## config.mk

```make
export PLATFORM = sky130hd
export DESIGN_NAME = div_sched_flat
export DESIGN_NICKNAME = d
export VERILOG_FILES = /design/src/rtl/div_sched_pkg.sv /design/src/rtl/div_sched_if.sv /design/src/rtl/div_iter_step.sv /design/src/rtl/div_sched.sv /design/src/flat_wrapper.sv
export SDC_FILE = /design/constraint.sdc
export NUM_CORES = 1
export LEC_CHECK = 0
export ABC_AREA = 1
export CORE_MARGIN = 5
export CORE_UTILIZATION = 50
export CTS_CLUSTER_DIAMETER = 120
export DETAILED_ROUTE_END_ITERATION = 10
export PLACE_DENSITY = 0.87
export SYNTH_ARGS = -nofsm -noshare
export SYNTH_HDL_FRONTEND = slang
export SYNTH_SLANG_ARGS = --single-unit
```

## constraint.sdc

```tcl
create_clock -name clk -period 2.55 [get_ports clk]
set_input_delay 0.255 -clock clk [delete_from_list [all_inputs] [get_ports clk]]
set_output_delay 0.255 -clock clk [all_outputs]
set_load 0.005 [all_outputs]
```

## src/rtl/div_sched_pkg.sv

```systemverilog
// Shared types and constants for the div_sched divider scheduler.
package div_sched_pkg;

    localparam int DW = 4;

    typedef enum logic [1:0] {IDLE, CALC, DONE} div_state_t;

    typedef logic id_t;

    typedef logic [$clog2(DW)-1:0] cnt_t;

endpackage

```

## src/rtl/div_sched_if.sv

```systemverilog
// Request/response bundle between the two ALU requesters, the result consumer and div_sched.
interface div_sched_if;
    import div_sched_pkg::*;

    logic            req0_valid;
    logic [DW-1:0]   req0_a;
    logic [DW-1:0]   req0_b;
    logic            req0_ready;

    logic            req1_valid;
    logic [DW-1:0]   req1_a;
    logic [DW-1:0]   req1_b;
    logic            req1_ready;

    logic            rsp_valid;
    logic            rsp_ready;
    id_t             rsp_id;
    logic [2*DW-1:0] rsp_quo;
    logic            rsp_dz;
    logic            busy;

    modport master (
        output req0_valid, req0_a, req0_b, input req0_ready,
        output req1_valid, req1_a, req1_b, input req1_ready,
        output rsp_ready,
        input  rsp_valid, rsp_id, rsp_quo, rsp_dz, busy
    );

    modport slave (
        input  req0_valid, req0_a, req0_b, output req0_ready,
        input  req1_valid, req1_a, req1_b, output req1_ready,
        input  rsp_ready,
        output rsp_valid, rsp_id, rsp_quo, rsp_dz, busy
    );

endinterface

```

## src/rtl/div_iter_step.sv

```systemverilog
// One restoring-division step: shift in a dividend bit, subtract the divisor if it fits.
module div_iter_step
    import div_sched_pkg::*;
(
    input  logic [DW:0]   r,
    input  logic          a_bit,
    input  logic [DW-1:0] b,
    output logic [DW:0]   r_next,
    output logic          q_bit
);

    logic [DW+1:0] r_shift;

    // The partial remainder stays below the divisor, so the 5-bit difference cannot overflow.
    assign r_shift = {r, a_bit};
    assign q_bit   = (r_shift >= {2'b00, b});
    assign r_next  = q_bit ? (r_shift[DW:0] - {1'b0, b}) : r_shift[DW:0];

endmodule

```

## src/rtl/div_sched.sv

```systemverilog
// Two-port arbitrated 4-bit restoring divider returning {remainder, quotient}.
// Define DIV_SCHED_RR_EN for round-robin arbitration; default is fixed priority to port 0.
module div_sched
    import div_sched_pkg::*;
(
    input  logic       clk,
    input  logic       rst,
    div_sched_if.slave bus
);

    div_state_t      state;
    logic [DW-1:0]   a_q;
    logic [DW-1:0]   b_q;
    logic [DW-1:0]   q_q;
    logic [DW-1:0]   q_next;
    logic [DW:0]     r_q;
    logic [DW:0]     step_r;
    logic            step_q;
    cnt_t            cnt;
    id_t             id_q;
    id_t             rsp_id_q;
    logic [2*DW-1:0] rsp_quo_q;
    logic            rsp_dz_q;

    logic            prio0;
    logic            grant0;
    logic            grant1;
    logic            accept;
    id_t             acc_id;
    logic [DW-1:0]   acc_a;
    logic [DW-1:0]   acc_b;

`ifdef DIV_SCHED_RR_EN
    id_t last_q;

    // Port 0 has priority exactly when port 1 was served last.
    assign prio0 = last_q;

    always_ff @(posedge clk) begin
        if (rst) begin
            last_q <= 1'b1;
        end else if (accept) begin
            last_q <= acc_id;
        end
    end
`else
    assign prio0 = 1'b1;
`endif

    assign grant0 = bus.req0_valid && (prio0 || !bus.req1_valid);
    assign grant1 = bus.req1_valid && !grant0;

    assign bus.req0_ready = (state == IDLE) && grant0;
    assign bus.req1_ready = (state == IDLE) && grant1;

    assign accept = bus.req0_ready || bus.req1_ready;
    assign acc_id = grant1;
    assign acc_a  = grant1 ? bus.req1_a : bus.req0_a;
    assign acc_b  = grant1 ? bus.req1_b : bus.req0_b;

    div_iter_step u_step (
        .r      (r_q),
        .a_bit  (a_q[cnt]),
        .b      (b_q),
        .r_next (step_r),
        .q_bit  (step_q)
    );

    // NOTE: assign a default before the indexed update so no latch is inferred.
    always_comb begin
        q_next      = q_q;
        q_next[cnt] = step_q;
    end

    // NOTE: sequential state uses non-blocking assignments so every flop sees pre-edge values.
    // NOTE: operand and iteration registers are not reset; they are always loaded before use.
    always_ff @(posedge clk) begin
        if (rst) begin
            state     <= IDLE;
            rsp_id_q  <= 1'b0;
            rsp_quo_q <= '0;
            rsp_dz_q  <= 1'b0;
        end else begin
            case (state)
                IDLE: begin
                    if (accept) begin
                        a_q  <= acc_a;
                        b_q  <= acc_b;
                        id_q <= acc_id;
                        r_q  <= '0;
                        q_q  <= '0;
                        cnt  <= cnt_t'(DW - 1);
                        if (acc_b == '0) begin
                            rsp_quo_q <= '0;
                            rsp_dz_q  <= 1'b1;
                            rsp_id_q  <= acc_id;
                            state     <= DONE;
                        end else begin
                            state <= CALC;
                        end
                    end
                end
                CALC: begin
                    r_q <= step_r;
                    q_q <= q_next;
                    if (cnt == '0) begin
                        rsp_quo_q <= {step_r[DW-1:0], q_next};
                        rsp_dz_q  <= 1'b0;
                        rsp_id_q  <= id_q;
                        state     <= DONE;
                    end else begin
                        cnt <= cnt - 1'b1;
                    end
                end
                DONE: begin
                    if (bus.rsp_ready) begin
                        state <= IDLE;
                    end
                end
                default: state <= IDLE;
            endcase
        end
    end

    assign bus.rsp_valid = (state == DONE);
    assign bus.busy      = (state != IDLE);
    assign bus.rsp_id    = rsp_id_q;
    assign bus.rsp_quo   = rsp_quo_q;
    assign bus.rsp_dz    = rsp_dz_q;

endmodule

```

## src/flat_wrapper.sv

```systemverilog
// flat-port wrapper written by rule: the top's interface ports become plain ports
module div_sched_flat import div_sched_pkg::*;
  (clk, rst, bus_req0_valid, bus_req0_a, bus_req0_b, bus_req0_ready, bus_req1_valid, bus_req1_a, bus_req1_b, bus_req1_ready, bus_rsp_ready, bus_rsp_valid, bus_rsp_id, bus_rsp_quo, bus_rsp_dz, bus_busy);
  div_sched_if bus_i ();
  input  logic clk;
  input  logic rst;
  input wire logic [$bits(bus_i.req0_valid)-1:0] bus_req0_valid;
  input wire logic [$bits(bus_i.req0_a)-1:0] bus_req0_a;
  input wire logic [$bits(bus_i.req0_b)-1:0] bus_req0_b;
  output wire logic [$bits(bus_i.req0_ready)-1:0] bus_req0_ready;
  input wire logic [$bits(bus_i.req1_valid)-1:0] bus_req1_valid;
  input wire logic [$bits(bus_i.req1_a)-1:0] bus_req1_a;
  input wire logic [$bits(bus_i.req1_b)-1:0] bus_req1_b;
  output wire logic [$bits(bus_i.req1_ready)-1:0] bus_req1_ready;
  input wire logic [$bits(bus_i.rsp_ready)-1:0] bus_rsp_ready;
  output wire logic [$bits(bus_i.rsp_valid)-1:0] bus_rsp_valid;
  output wire logic [$bits(bus_i.rsp_id)-1:0] bus_rsp_id;
  output wire logic [$bits(bus_i.rsp_quo)-1:0] bus_rsp_quo;
  output wire logic [$bits(bus_i.rsp_dz)-1:0] bus_rsp_dz;
  output wire logic [$bits(bus_i.busy)-1:0] bus_busy;
  assign bus_i.req0_valid = bus_req0_valid;
  assign bus_i.req0_a = bus_req0_a;
  assign bus_i.req0_b = bus_req0_b;
  assign bus_req0_ready = bus_i.req0_ready;
  assign bus_i.req1_valid = bus_req1_valid;
  assign bus_i.req1_a = bus_req1_a;
  assign bus_i.req1_b = bus_req1_b;
  assign bus_req1_ready = bus_i.req1_ready;
  assign bus_i.rsp_ready = bus_rsp_ready;
  assign bus_rsp_valid = bus_i.rsp_valid;
  assign bus_rsp_id = bus_i.rsp_id;
  assign bus_rsp_quo = bus_i.rsp_quo;
  assign bus_rsp_dz = bus_i.rsp_dz;
  assign bus_busy = bus_i.busy;
  div_sched u_core (.clk(clk), .rst(rst), .bus(bus_i));
endmodule
```

==> results of run 1 <==
==> registers in the layout (all words and copies together) (netlist names) <==
signal	flops
u_core.a_q	4
u_core.cnt	2
u_core.q_q	4
u_core.id_q	1
u_core.r_q	5
u_core.state	2
u_core.b_q	4
u_core.bus.rsp_dz	1
u_core.bus.rsp_quo	8
u_core.bus.rsp_id	1
==> power breakdown <==
group / switching (uW) / total (uW) / internal [uW]
logic: 462 / 832 / 370
clock network: 177 / 397 / 219
registers: 59.7 / 744 / 685
==> timing repair <==
item,CTS,global route
setup buffers,2,4
setup endpoints to repair,3,15
resized for setup,0,4
pin swaps,0,4
==> cells in the mapped netlist <==
master	n
a211oi_1	1
a21oi_1	9
buf_2	1
buf_6	2
clkinv_1	1
dfxtp_1	12
edfxtp_1	20
fa_1	1
ha_1	8
inv_1	32
inv_2	3
nand2_1	57
nand2_2	9
nand2_4	4
nand3_1	14
nand4_1	4
nor2_1	40
nor2_2	3
nor2_4	1
o211ai_1	1
o21ai_0	6
o31ai_1	1
xnor2_1	1
==> final timing paths <==
check / endpoint / slack, ns
worst max-delay path: u_core.bus.rsp_quo[0] / 0.22
worst min register to register: u_core.bus.rsp_dz / 0.45
worst min-delay path: u_core.bus.rsp_dz / 0.45
worst max register to register: u_core.bus.rsp_quo[0] / 0.22
==> per-stage QoR <==
stage	power, uW	cell area (sq um)	setup slack (ns)	cells
global route	2120	2360	-0.0394	327
global placement	1510	2220	0.158	313
detailed placement	1540	2220	-0.0317	313
finish	1970	2360	0.225	327
CTS	1950	2320	0.0107	323
floorplan	1260	1820	0.258	231
==> metal layers <==
layer,part of all wire,GRT usage,vias to the layer above
met2,0.50,0.277,53
met4,0.044,0.104,0
met5,0,0,-
met1,0.40,0.166,708
li1,-,-,819
met3,0.057,0.0518,15
==> cells in the final DEF, fill, tap and decap left out <==
cell type	instances
xnor2_1	1
inv_4	1
clkdlybuf4s50_1	34
ha_1	8
clkinv_1	1
nor2_1	39
nand2_4	4
clkbuf_8	6
a211oi_1	1
inv_1	31
nand2_2	10
nor2_2	4
fa_2	1
o31ai_1	1
nand2_1	56
o21ai_0	6
nor2_4	1
o211ai_1	1
buf_4	9
clkbuf_1	1
inv_2	4
edfxtp_1	20
a21oi_1	9
dfxtp_1	12
nand4_1	4
nand3_1	14
==> worst max-delay path, stage by stage, from the launching register on <==
cell and delay [ns]:
edfxtp_1 0.43, inv_2 0.11, nand2_1 0.06, o211ai_1 0.08
nand2_1 0.09, inv_1 0.07, ha_1 0.15, inv_1 0.07
fa_2 0.37, nand2_1 0.07, nand2_1 0.09, nand2_2 0.10
nand2_1 0.08, nor2_2 0.16, o21ai_0 0.11, nor2_1 0.12
nor2_1 0.06
==> logic make-up (layout without fill, tap and decap cells) <==
logic type	Yosys count	after routing
xor gates and xnor gates	1	1
AOI/OAI and AO/OA	18	18
DFF	32	32
buffers and inverters	39	87
and+or+nand+nor	132	132
adders and majority gates	9	9
==> cell type report <==
type	count	area share
clock buffer	7	0.0366
clock inverter	1	0.00265
inverter	36	0.0572
multi-input combinational	160	0.349
sequential	32	0.356
tap	48	0.0254
timing repair buffer	43	0.173
==> impl_results.md, run 1 <==
* Status: completed
* Via count at 1595
* Syn_area_per_cell at 7.88 sq um
* Initial Utilization at 0.505
* Chip width at ~70 um
* H-tree depth at 2
* Global Route Usage Sum at 0.161
* Iter 0 DRT Violations at 72
* Vias per cell at 4.88
* Post-Synth XOR/XNOR Area at 0.00481
* Worst Max-Slew Pin Slew at 0.508 ns
* Core Box Area at about 3600 sq um
* Critical Path End Type: register
* Worst-case clock buffer depth at 2
* Multi-input gate area at 825 sq um
* Fmax at between 400 and 500 MHz
* Port Buf Inserts at 34
* Largest family of logic cells by synthesized area: simple AND/OR/NAND/NOR gates
* Hold-fix buffers at CTS at 0
* Worst Setup Start Kind: register
* Dpl hpwl at 2.90 mm
* Hold wc startpoint: u_core.bus.rsp_dz
* P&R area growth vs syn at 29.7%
* DIE HEIGHT at 70.3 um
* Crit Path Max Fanout at 5
* GP Congestion at 0.863
* Share of the synthesized area in the top cell type at 0.330
* Final hold violation count at 0
* FF-to-FF path depth at 16
* Simple-Gate Fraction of Synth Area at 0.324
* Largest net degree at the start of global routing at 14
* Slew Viols, Final at 0
* WHS Path Cells at 2
* Gr ovfl total at 0
* Clk slew on worst S/H paths at 0.06 ns
* Vias in the first global route at 1570
* Clk sinks at 32
* Setup Skew at 0.00478 ns
* Syn nets at ~260
* First-pass GRT wire length at between 6 and 7 mm
* Setup CP Type: reg -> reg
* Initial antenna violation count at 0
* Filler cells at just under 300
* Max-cap violations at 0
* Hold WS at ~0.45 ns
* Leak pwr at ~0.0011 uW
* Final setup vio count at 0
* Critical Path Start: u_core.cnt[0]
* Netlist cell types at 23
* Pwr Density at around 840 nW/um^2
* CTS Buf Count at 5
* Synth Register Bits at 32
* Ranking of synthesized cells by area: edfxtp_1, dfxtp_1, nand2_1, nor2_1, inv_1
* HP Class: reg -> reg
* ANT nets after route at 0
* Final setup TNS at 0 ns
* Syn Std Cell Area at roughly 1800 sq um
* Combined flip-flop and latch cell area at ~840 sq um
* Sequential area share after synthesis at 0.462
* Die area at 4950 sq um
* Area leader, netlist: edfxtp_1
* Layout cell share with drive strength beyond 1 at 0.143
* Fraction of synthesized area in multiplexers at 0
* Root Driver: clkbuf_8
* TritonCTS clock tree: yes
* Compound-gate portion of the synthesized area at 0.0536
* Diode count at 0
* Final Critical Period at between 2 and 2.5 ns
* Pre-antenna DRT Iters at 4
* Total wire length at 3.77 mm
* Post-Synth Adder-Cell Area at 0.0660
* VDD IR-drop max at 0.469 mV
* Final core utilization at 0.655
* Skew-Pair Late Insertion Delay at ~0.28 ns
* Row Count at 22
* Post-Synthesis Cells at ~230
* Period utilization at 0.912
* Critical Path RT at 2.73 ns
* WL per Instance at 11.5 um
* Arrival @ worst endpoint at approximately 2.5 ns
* Nets@finish at 308
* DRC at 0
* Critical R2R Launch: u_core.cnt[0]
* Yosys Warn Count at 0
* I/O pin cnt at 35
* Slew HR at 0.659
Note: power is estimated with default switching activity, not from simulation.
==> inputs of run 2 (changes only) <==
TNS_END_PERCENT = 20   (was default)
==> results of run 2 <==
The final DEF is identical to that of run 1; final timing and power are the same.
==> inputs of run 3 (changes only) <==
CTS_CLUSTER_DIAMETER = default   (was 120)
==> results of run 3 <==
The final DEF is identical to that of run 1; final timing and power are the same.
